===== src/rtl/lane_arbiter_rr4.sv =====
// Round-robin arbiter sharing one registered byte stream among four show-ahead lanes.
// Each tenure pops at most BURST bytes from one lane. A one-cycle arbitration bubble separates tenures.
module lane_arbiter_rr4 #(
    parameter int BW    = 8,
    parameter int BURST = 4
) (
    input  logic          clk4f,
    input  logic          reset,
    input  logic [BW-1:0] in0,
    input  logic [BW-1:0] in1,
    input  logic [BW-1:0] in2,
    input  logic [BW-1:0] in3,
    input  logic [3:0]    valid,
    input  logic          ready,
    output logic [3:0]    pop,
    output logic [BW-1:0] out,
    output logic          valid_out,
    output logic [1:0]    lane,
    output logic          idle
);

    typedef enum logic {
        IDLE  = 1'b0,
        GRANT = 1'b1
    } state_e;

    state_e        state_q, state_d;
    logic [1:0]    g_q, g_d;
    logic [3:0]    cnt_q, cnt_d;
    logic [BW-1:0] out_q, out_d;
    logic          valid_out_q, valid_out_d;
    logic [1:0]    lane_q, lane_d;

    logic [1:0]    pick;
    logic [BW-1:0] in_sel;
    logic          pop_en;

    // The search starts one past the last grantee, so the lane just served has the lowest priority.
    always_comb begin
        logic [1:0] idx;
        pick = g_q;
        idx  = g_q;
        for (int k = 1; k <= 4; k++) begin
            idx = g_q + 2'(k);
            if (valid[idx] && (pick == g_q) && !valid[pick]) begin
                pick = idx;
            end else if (valid[idx] && (pick == g_q) && (idx != g_q)) begin
                pick = idx;
            end
        end
    end

    always_comb begin
        case (g_q)
            2'd0:    in_sel = in0;
            2'd1:    in_sel = in1;
            2'd2:    in_sel = in2;
            default: in_sel = in3;
        endcase
    end

    assign pop_en = !reset && (state_q == GRANT) && valid[g_q] && ready;
    assign pop    = pop_en ? (4'b0001 << g_q) : 4'b0000;

    always_comb begin
        // NOTE: every next-state signal gets a default first, so no path leaves one unassigned and no latch is inferred.
        state_d     = state_q;
        g_d         = g_q;
        cnt_d       = cnt_q;
        out_d       = out_q;
        lane_d      = lane_q;
        valid_out_d = 1'b0;
        case (state_q)
            IDLE: begin
                if (ready && (|valid)) begin
                    g_d     = pick;
                    cnt_d   = 4'd0;
                    state_d = GRANT;
                end
            end
            GRANT: begin
                if (pop_en) begin
                    cnt_d       = cnt_q + 4'd1;
                    out_d       = in_sel;
                    lane_d      = g_q;
                    valid_out_d = 1'b1;
                    if (cnt_q == 4'(BURST - 1)) begin
                        state_d = IDLE;
                    end
                end else if (ready && !valid[g_q]) begin
                    state_d = IDLE;
                end
            end
            default: state_d = IDLE;
        endcase
    end

    // NOTE: state registers use non-blocking assignments so all of them update together on the clock edge.
    always_ff @(posedge clk4f) begin
        if (reset) begin
            state_q     <= IDLE;
            g_q         <= 2'd3;
            cnt_q       <= 4'd0;
            out_q       <= '0;
            valid_out_q <= 1'b0;
            lane_q      <= 2'd0;
        end else begin
            state_q     <= state_d;
            g_q         <= g_d;
            cnt_q       <= cnt_d;
            out_q       <= out_d;
            valid_out_q <= valid_out_d;
            lane_q      <= lane_d;
        end
    end

    assign out       = out_q;
    assign valid_out = valid_out_q;
    assign lane      = lane_q;
    assign idle      = (state_q == IDLE);

endmodule


===== config.mk =====
export PLATFORM = sky130hd
export DESIGN_NAME = lane_arbiter_rr4
export DESIGN_NICKNAME = d
export VERILOG_FILES = /design/src/rtl/lane_arbiter_rr4.sv
export SDC_FILE = /design/constraint.sdc
export NUM_CORES = 1
export LEC_CHECK = 0
export BUFFER_PORTS_ARGS = -buffer_cell sky130_fd_sc_hd__buf_2
export CELL_PAD_IN_SITES_DETAIL_PLACEMENT = 1
export CELL_PAD_IN_SITES_GLOBAL_PLACEMENT = 2
export CORE_MARGIN = 1
export CORE_UTILIZATION = 27
export DETAILED_ROUTE_END_ITERATION = 16
export HOLD_SLACK_MARGIN = 0.02
export PLACE_DENSITY = 0.8
export SETUP_SLACK_MARGIN = 0.05
export SLEW_MARGIN = 0
export SYNTH_ARGS = -nofsm -noshare
export SYNTH_HDL_FRONTEND = slang
export SYNTH_SLANG_ARGS = --single-unit
export TNS_END_PERCENT = 20

===== constraint.sdc =====
create_clock -name clk4f -period 3.35 [get_ports clk4f]
set_input_delay 0.1675 -clock clk4f [delete_from_list [all_inputs] [get_ports clk4f]]
set_output_delay 0.1675 -clock clk4f [all_outputs]
set_load 0.05 [all_outputs]

Word level (Yosys, flattened, before mapping). Index checks and enable logic that the tools add are counted.

Mux-type cells: 31. Order comparisons: 7. Equal/unequal tests: 11. Shifts and indexed selects: 1. Reduce and logical (&&, ||, !) cells: 26. Bitwise logic cells: 2. Add/sub/neg operators: 4.

Operators with widths (number): 8-bit case mux with 3 select lines (1); 2-bit by 3-bit < comparator with 1-bit output (second input constant) (7); 1-bit logical AND (15); 1-bit binary-select mux with 2-bit select (7); 1-bit 2-to-1 mux (12); 2-bit 2-to-1 mux (6); 4-bit 2-to-1 mux (3); 4-bit case mux with 2 select lines (1); 2-bit equality test (3); 2-bit inequality test (3); 1-bit logical NOT (5); 2-bit adder (second input constant) (2); 4-bit by 1-bit adder with 4-bit output (second input constant) (1); 4-bit by 2-bit equality test with 1-bit output (second input constant) (1); 2-bit by 1-bit inequality test with 1-bit output (second input constant) (2); 2-bit AND reduction (2); 4-bit OR reduction (1); 1-bit by 2-bit left shift with 4-bit output (first input constant) (1); 3-bit AND reduction (1); 2-bit by 1-bit adder with 2-bit output (second input constant) (1); 2-bit by 1-bit equality test with 1-bit output (second input constant) (1); 2-bit equality test (second input constant) (1); 2-bit logical NOT (1); 1-bit inverter (2); other kinds (2) (2).

Register bits: 18. Input port bits: 39.

Logic depth before layout (Yosys ltp). Gate-level depths: netlist of run 1.

Word-level depth: 22. Depth in mapped cells: 8.

Least setup slack after synthesis of run 1. Ideal clock, no wire load.

Path kind: register to register. Start: reg g_q[0]. End: reg g_q[1]. Required time: 3.225 ns. Path slack: 1.353 ns. Data arrival time: 1.872 ns. Clock period less this slack: 1.997 ns. Stages on the path, launching flop included: 8. Path buffers: 1. Cell sequence: dfxtp_1 > buf_2 > inv_1 > ha_1 > mux4_2 > a31oi_1 > a31oi_1 > o41a_1.

Cells in the longest elaborated chain, start to end: 22. Elaborated cells on any way between the ends: 45. Those cells by class: add/sub (3); eq/ne (6); mux (20); bitwise (1); reduce/logical (15).

RTL lines: from (decl) (RTL line 28) `logic [1:0] g_q, g_d;`; from (signal assigned) (RTL line 109) `g_q <= g_d;`; 2-bit by 1-bit adder with 2-bit output (RTL line 44) `idx = g_q + 2'(k);`; 1-bit binary-select mux with 2-bit select (RTL line 45, 47); 1-bit 2-to-1 mux (not written as such) (RTL line 45, 47); 1-bit logical AND (RTL line 47) `end else if (valid[idx] && (pick == g_q) && (idx != g_q)) begin`; 2-bit 2-to-1 mux (RTL line 47); 2-bit 2-to-1 mux (RTL line 45) `if (valid[idx] && (pick == g_q) && !valid[pick]) begin`; 1-bit binary-select mux with 2-bit select or 2-bit equality test (tied branches) (RTL line 45, 47); 1-bit 2-to-1 mux (not written as such) or 1-bit logical AND (tied branches) (RTL line 45, 47); [6 not listed]; 1-bit logical AND or 2-bit 2-to-1 mux (tied branches) (RTL line 45, 47); 2-bit 2-to-1 mux (RTL line 45); 1-bit binary-select mux with 2-bit select (RTL line 45); 1-bit 2-to-1 mux (not written as such) (RTL line 45); 1-bit logical NOT (RTL line 45); 1-bit logical AND (RTL line 45); 1-bit inverter (no source line); 3-bit AND reduction (no source line).

Parallel ways exist; a longest one is shown, timed or not. The select of a mux whose other input is x is not followed. A chain may end at the register's enable or synchronous reset.

Worst setup path in the final report of run 1.
Start: reg g_q[0]. End: out pop[0].

Cells in the longest elaborated chain, start to end: 5. Elaborated cells on any way between the ends: 6. Those cells by class: shift (1); mux (3); reduce/logical (2).

RTL lines: 1-bit binary-select mux with 2-bit select (RTL line 62) `assign pop_en = !reset && (state_q == GRANT) && valid[g_q] && ready;`; 1-bit 2-to-1 mux (not written as such) (RTL line 62); 1-bit logical AND (2 in series) (RTL line 62); 4-bit 2-to-1 mux (*) (RTL line 63) `assign pop = pop_en ? (4'b0001 << g_q) : 4'b0000;`; to (decl) (RTL line 15) `output logic [3:0] pop,`.

Every way passes the cells marked *; elsewhere a longest branch is shown, timed or not. The select of a mux whose other input is x is not followed.

==> flow_summary.yaml, run 1 <==
status:
  status: "finished, final reports clean"
timing:
  tns_ns: 0
  tightest_slew_ns: 0.587
  setup_viol: 0
  fin_crit_sh_pct: 68.7
  maxSlewHeadroom_pct: 60.9
  min_period_ns: 2.30
  rsz0062_at_grt: "no"
  hold_violations: 0
  report.final.slew_viol_count: 0
  fmax_ghz: 0.435
  hold_ws_ns: 0.237
  fin_skew_ns: 0.00123
global_route:
  antenna_found_initial: 0
  track_usage_pct: 14.5
  grt_pass1_wl_um: 4980
  grt_max_degree: 21
  grt_pass1_vias: 1115
  grt-ovfl-total: 0
setup_path:
  path_buf_inv: 1
  critPathLaunchType: "flip-flop"
  crit_path_top_delay_cell: "dfxtp_1"
  worst-path-max-fanout: 20
  critPathTopFamily: "flip-flops"
  crit_required_ns: 3.18
  path_cells: "mux4_2, and4b_4, and2_1, buf_2"
  endpoint_kind: "output pin"
  cp_slowest_stage_delay_ns: 0.63
  critPathKind: "reg2out"
  cp.arrival_ns: 2.13
synth:
  synth_seq_cells: 18
  synth_top_area_share_pct: 31.3
  synth_fp_nets: 176
  synthCells: 132
  synth.area.top_cells: "dfxtp_1, mux2i_1, a222oi_1"
  async_flop_share_pct: 0
  yosysWarningCount: 0
  yosys.area.top_type: "dfxtp_1"
  synthDistinctLibCells: 30
  synth-edff-count: 0
  synth_most_common_cell: "dfxtp_1"
  synth_area_mm2: 0.00115
  synth.avg_cell_area_um2: 8.72
  ys.flop_type: "dfxtp_1"
  yosysSeqAreaShare_pct: 31.3
  yosys-top-cells-count: "dfxtp_1, nor2_1, o21ai_0"
cells_and_area:
  area_growth_pct: 28.8
  multi_input_area_um2: 719
  drive_gt1_share_pct: 36.7
  ff_latch_area_um2: 360
  nets: 225
  antenna_cells: 0
  nFillCells: 500
power:
  ir_drop_v: 0.000277
  power.density_mw_per_mm2: 463
  leakage_nw: 0.693
cts:
  cts_root_buf: "clkbuf_8"
  cts_resized: 0
  clockBufferDepth: 2
  clk_pin_slew_ns: 0.07
  h-tree-depth: 1
  cts_tree: "yes"
  clk_latency_ns: 0.25
  cts_hold_buf: 0
  cts_sinks: 18
  post_cts_buffers: 0
  cts_made_buffers: 3
detailed_routing:
  drtPass1Iterations: 4
  vias: 1173
  postRouteAntennaNets: 0
  drt_iter0_drc: 65
  vias_per_cell: 5.10
  wl_um: 3350
  routedWlPerCell_um: 14.6
  drc: 0
die:
  row_count: 23
  die_y_um: 67.3
  pin_count: 55
  die_area_mm2: 0.00453
  die_w_um: 67.3
  core_mm2: 0.00406
  start_util_pct: 28.4
place:
  gp_congestion: 0.896
  dp_hpwl_um: 2600
  port_buffers: 54
min_path:
  hp-class: "in2reg"
run:
  maxCapViolCount: 0
power by group:
group	switching (mW)	internal, mW
Combinational	0.148	0.114
Sequential	0.0214	0.226
Clock	0.0735	0.104
final timing paths:
path / start / endpoint / slack [ns] / cells after the start
setup reg to reg: g_q[0] / g_q[1] / 1.08 / 6
hold / removal: ready / lane[1] / 0.24 / 3
setup / recovery: g_q[0] / pop[0] / 1.05 / 4
hold reg to reg: cnt_q[3] / cnt_q[3] / 0.46 / 1
tightest hold or removal path, delay by kind of cell:
kind            cells  cell delay, ns
compound gates      1            0.08
buf+inv             1            0.12
simple gates        1            0.08
state kept, by name, indices dropped and copies added (netlist names):
register,cells
lane,2
valid_out,1
cnt_q,4
out,8
state_q,1
g_q,2
metal layers:
metal	wire length, um	vias up	GRT usage, %
met5	0	-	0
met4	14	0	2.39
met3	160	2	4.39
met2	1790	21	26.8
met1	1390	572	16.6
li1	-	578	-
area by class of cell:
cell class                      count  area share, %
Tap cell                           50           4.22
Timing Repair Buffer               54           18.2
Clock buffer                        4           3.71
Inverter                            4           1.01
Multi-Input combinational cell    100           48.5
Sequential cell                    18           24.3
logic make-up after synthesis:
family,count (synthesis),share of synthesized area (%)
adders and majority gates,5,5.43
muxes,15,16.5
and+or+nand+nor,45,19.6
DFF,18,31.3
xor gates and xnor gates,1,0.761
buffers and inverters,14,6.19
AOI/OAI and AO/OA,34,20.2
placed cells by master, fill, tap and decap left out:
master     n
a222oi_1   8
a21oi_1    4
a211o_1    2
inv_1      4
nand4_1    1
nand2_1   13
dfxtp_1   18
and3b_1    1
clkbuf_8   4
nand3_1    3
o21ai_0   14
o41a_1     1
o21ai_1    1
ha_1       5
or3_2      1
nor3b_2    1
mux2_2     2
nand2b_1   5
a31oi_1    3
a41o_1     1
mux4_2     3
mux2i_1   10
nor2_1    15
and2_1     4
buf_2     54
and4b_4    1
xnor2_1    1
per-stage QoR:
stage	utilization [%]	cell area [um2]	setup slack (ns)	std cells	total power, mW
finish	36.5	1480	1.05	230	0.687
global route	36.5	1480	0.927	230	0.734
CTS	36.5	1480	1.01	230	0.699
detailed placement	35.2	1430	1.09	226	0.515
global placement	35.2	1430	1.20	226	0.506
floorplan	-	1150	1.35	132	0.442
No activity file was read; power rests on OpenSTA's default activity.
==> run 2, diff against run 1 <==
- CORE_UTILIZATION: 27 -> 25
- PLACE_DENSITY: 0.8 -> 0.75
- clock period: 3.35 -> 2.4 ns (I/O delays scaled with it)
==> flow_summary.yaml, run 2 (synthesis gave the netlist of run 1 again) <==
detailed_routing:
  vias: 1192
  routedWlPerCell_um: 15.1
  drtPass1Iterations: 4
  drc: 0
  vias_per_cell: 5.12
  wl_um: 3520
  postRouteAntennaNets: 0
  drt_iter0_drc: 70
power:
  sw_frac_of_total_pct: 35.8
  p_int_mw: 0.624
  p_sw_mw: 0.348
  ir_drop_v: 0.000234
  comb_power_share_pct: 40.4
  clkPwrFrac_pct: 25.3
  leakage_nw: 0.697
  sequentialPowerShare_pct: 34.3
  total_power_mw: 0.972
  power.density_mw_per_mm2: 651
cells_and_area:
  largest_reg_flops: 8
  final_cell_mix: "buf_2, dfxtp_1, nor2_1"
  nFillCells: 543
  antenna_cells: 0
  fin_area_mm2: 0.00149
  area_growth_pct: 29.7
  final_cells: 233
  utilization_pct: 34.0
  nets: 226
  final_common_cell: "buf_2"
  drive_gt1_share_pct: 37.0
setup_path:
  cp_slowest_stage_delay_ns: 0.58
  crit_required_ns: 2.28
  path_cells: "mux4_2, and4b_4, and2_1, buf_2"
  worst-path-max-fanout: 20
  critPathLaunchType: "flip-flop"
  crit_path_top_delay_cell: "mux4_2"
  path_buf_inv: 1
  endpoint_kind: "output pin"
  critPathKind: "reg2out"
  critPathTopFamily: "multiplexers"
  cp.arrival_ns: 2.03
timing:
  fin_crit_sh_pct: 89.7
  maxSlewHeadroom_pct: 64.7
  report.final.slew_viol_count: 0
  fin_skew_ns: 0.00189
  setup_viol: 0
  setup_slack_ns: 0.247
  hold_ws_ns: 0.233
  hold_violations: 0
  rsz0062_at_grt: "no"
  fmax_ghz: 0.465
  min_period_ns: 2.15
  tightest_slew_ns: 0.530
  tns_ns: 0
cts:
  clk_latency_ns: 0.25
  post_cts_buffers: 0
  cts_sinks: 18
  cts_resized: 0
  clk_pin_slew_ns: 0.07
  cts_tree: "yes"
  cts_hold_buf: 0
  cts_made_buffers: 3
  cts_root_buf: "clkbuf_8"
  h-tree-depth: 1
  clockBufferDepth: 2
min_path:
  hp-class: "in2reg"
place:
  place_area_mm2: 0.00144
  place_ws_ns: 0.347
  placed_cells: 229
  dp_hpwl_um: 2700
  gp_congestion: 0.785
  port_buffers: 54
global_route:
  grt_max_degree: 21
  antenna_found_initial: 0
  grt-ovfl-total: 0
  track_usage_pct: 14.2
  grt_pass1_vias: 1229
  grt_pass1_wl_um: 5650
die:
  die_y_um: 69.9
  die_w_um: 69.9
  core_mm2: 0.00438
  pin_count: 55
  row_count: 24
  die_area_mm2: 0.00488
  start_util_pct: 26.3
run:
  maxCapViolCount: 0
status:
  status: "finished, final reports clean"
## run 2: cell type report
class | instances | area, um2 | share of cell area, %
timing repair buffer | 55 | 278 | 18.6
multi-input combinational | 100 | 719 | 48.2
inverter | 4 | 15.0 | 1.01
sequential | 18 | 360 | 24.1
tap | 52 | 65.1 | 4.36
clock buffer | 4 | 55.1 | 3.69
## run 2: final timing paths
kind,from,endpoint,slack [ns],cells after the start
setup reg to reg,g_q[1],g_q[1],0.33,6
setup / recovery,g_q[1],pop[3],0.25,4
hold / removal,ready,lane[1],0.23,3
hold reg to reg,cnt_q[3],cnt_q[3],0.47,1
## run 2: worst register-to-register path: stages (launching register included)
cell,delay (ns)
dfxtp_1,0.48
inv_1,0.16
ha_1,0.37
mux4_2,0.34
a31oi_1,0.19
a31oi_1,0.07
o41a_1,0.36
## run 2: metal layers
metal / global-route usage (%) / up-vias / routed length (um)
met4: 0.889 / 0 / 15
met5: 0 / - / 0
met2: 26.8 / 41 / 1810
met1: 16.1 / 566 / 1480
met3: 4.62 / 2 / 206
li1: - / 583 / -
## run 2: power by group through the flow
stage	Combinational [mW]	Clock (mW)	Sequential, mW
6_report	0.393	0.246	0.333
5_1_grt	0.429	0.266	0.336
3_5_place_dp	0.395	0	0.340
4_1_cts	0.399	0.252	0.333
3_3_place_gp	0.380	0	0.338
2_1_floorplan	0.259	0	0.359
==> run 3, diff against run 2 <==
- CORE_UTILIZATION: 25 -> 26
- CTS_BUF_LIST: not set -> sky130_fd_sc_hd__clkbuf_4 sky130_fd_sc_hd__clkbuf_8
- PLACE_DENSITY: 0.75 -> 0.77
- RECOVER_POWER: not set -> 50
==> flow_summary.yaml, run 3 (synthesis gave the netlist of run 1 again) <==
status:
  status: "finished, final reports clean"
cells_and_area:
  nFillCells: 515
  final_common_cell: "buf_2"
  nets: 226
  area_growth_pct: 28.2
  fin_area_mm2: 0.00148
  multi_input_area_um2: 719
  antenna_cells: 0
  ff_latch_area_um2: 360
  drive_gt1_share_pct: 30.4
  largest_reg_flops: 8
  final_cell_mix: "buf_2, dfxtp_1, nor2_1"
place:
  gp_congestion: 1.01
  place_area_mm2: 0.00144
  dp_hpwl_um: 2720
  port_buffers: 54
  place_ws_ns: 0.347
detailed_routing:
  drt_iter0_drc: 103
  drtPass1Iterations: 5
  wl_um: 3400
  vias_per_cell: 5.25
  postRouteAntennaNets: 0
  drc: 0
  routedWlPerCell_um: 14.7
  vias: 1213
cts:
  clk_latency_ns: 0.25
  clockBufferDepth: 2
  cts_tree: "yes"
  cts_sinks: 18
  cts_resized: 0
  h-tree-depth: 1
  cts_root_buf: "clkbuf_8"
  cts_made_buffers: 3
  clk_pin_slew_ns: 0.07
  post_cts_buffers: 0
  cts_hold_buf: 0
setup_path:
  critPathLaunchType: "flip-flop"
  crit_required_ns: 2.28
  cp.arrival_ns: 2.01
  cp_slowest_stage_delay_ns: 0.57
  path_cells: "mux4_2, and4b_4, and2_1, buf_2"
  worst-path-max-fanout: 20
  critPathKind: "reg2out"
  endpoint_kind: "output pin"
  crit_path_top_delay_cell: "mux4_2"
die:
  start_util_pct: 28.0
  core_mm2: 0.00412
  die_y_um: 68.5
  pin_count: 55
  row_count: 23
  die_w_um: 68.5
  die_area_mm2: 0.00470
global_route:
  grt_pass1_vias: 1122
  grt_pass1_wl_um: 5290
  grt_max_degree: 21
  antenna_found_initial: 0
  track_usage_pct: 15.1
  grt-ovfl-total: 0
timing:
  setup_viol: 0
  fin_skew_ns: 0.000478
  rsz0062_at_grt: "no"
  setup_slack_ns: 0.265
  report.final.slew_viol_count: 0
  tightest_slew_ns: 0.650
  fin_crit_sh_pct: 89.0
  maxSlewHeadroom_pct: 56.9
  tns_ns: 0
  min_period_ns: 2.13
  fmax_ghz: 0.468
  hold_ws_ns: 0.198
  hold_violations: 0
power:
  power.density_mw_per_mm2: 654
  leakage_nw: 0.647
  ir_drop_v: 0.000223
run:
  maxCapViolCount: 0
min_path:
  hp-class: "in2reg"
run 3: cell count changes in the layout (fill, tap and decap cells not counted), sizes merged:
cell and change:
buf -12, clkbuf +12
run 3: through the flow:
step / total power [mW] / utilization, % / instances
6_report: 0.965 / 35.8 / 231
5_1_grt: 1.03 / 35.8 / 231
4_1_cts: 0.982 / 36.2 / 231
3_5_place_dp: 0.731 / 34.9 / 227
3_3_place_gp: 0.712 / 34.9 / 227
2_1_floorplan: 0.618 / - / 132
run 3: routing by layer:
metal / global-route usage (%) / wire length, um / up-vias
met5: 0 / 0 / -
met4: 3.13 / 15 / 0
met3: 4.11 / 224 / 2
met2: 26.7 / 1750 / 43
met1: 18.2 / 1400 / 583
li1: - / - / 585
run 3: worst paths after layout:
kind,start,endpoint,slack [ns],cells after the start
setup / recovery,g_q[1],pop[1],0.27,4
hold reg to reg,cnt_q[3],cnt_q[3],0.48,1
setup reg to reg,g_q[1],g_q[1],0.32,6
hold / removal,ready,lane[1],0.20,3
run 3: worst max-delay path: cells and delay by family (launching register included):
| family | cells | cell delay (ns) |
|---|---|---|
| muxes | 1 | 0.57 |
| and+or+nand+nor | 2 | 0.50 |
| DFF | 1 | 0.48 |
| buffers and inverters | 1 | 0.20 |
run 3: where the power goes:
| part | switching [mW] | total (mW) | internal, mW | leakage, nW |
|---|---|---|---|---|
| clock network | 0.102 | 0.247 | 0.146 | 0.0288 |
| logic | 0.224 | 0.385 | 0.161 | 0.472 |
| registers | 0.0180 | 0.333 | 0.315 | 0.146 |
| total | 0.343 | 0.965 | 0.622 | 0.647 |
run 3: final cells by class:
class	count	share of cell area, %
Clock buffer	4	3.73
Timing Repair Buffer	55	17.8
Multi-Input combinational cell	100	48.8
Tap cell	50	4.24
Sequential cell	18	24.4
Inverter	4	1.02
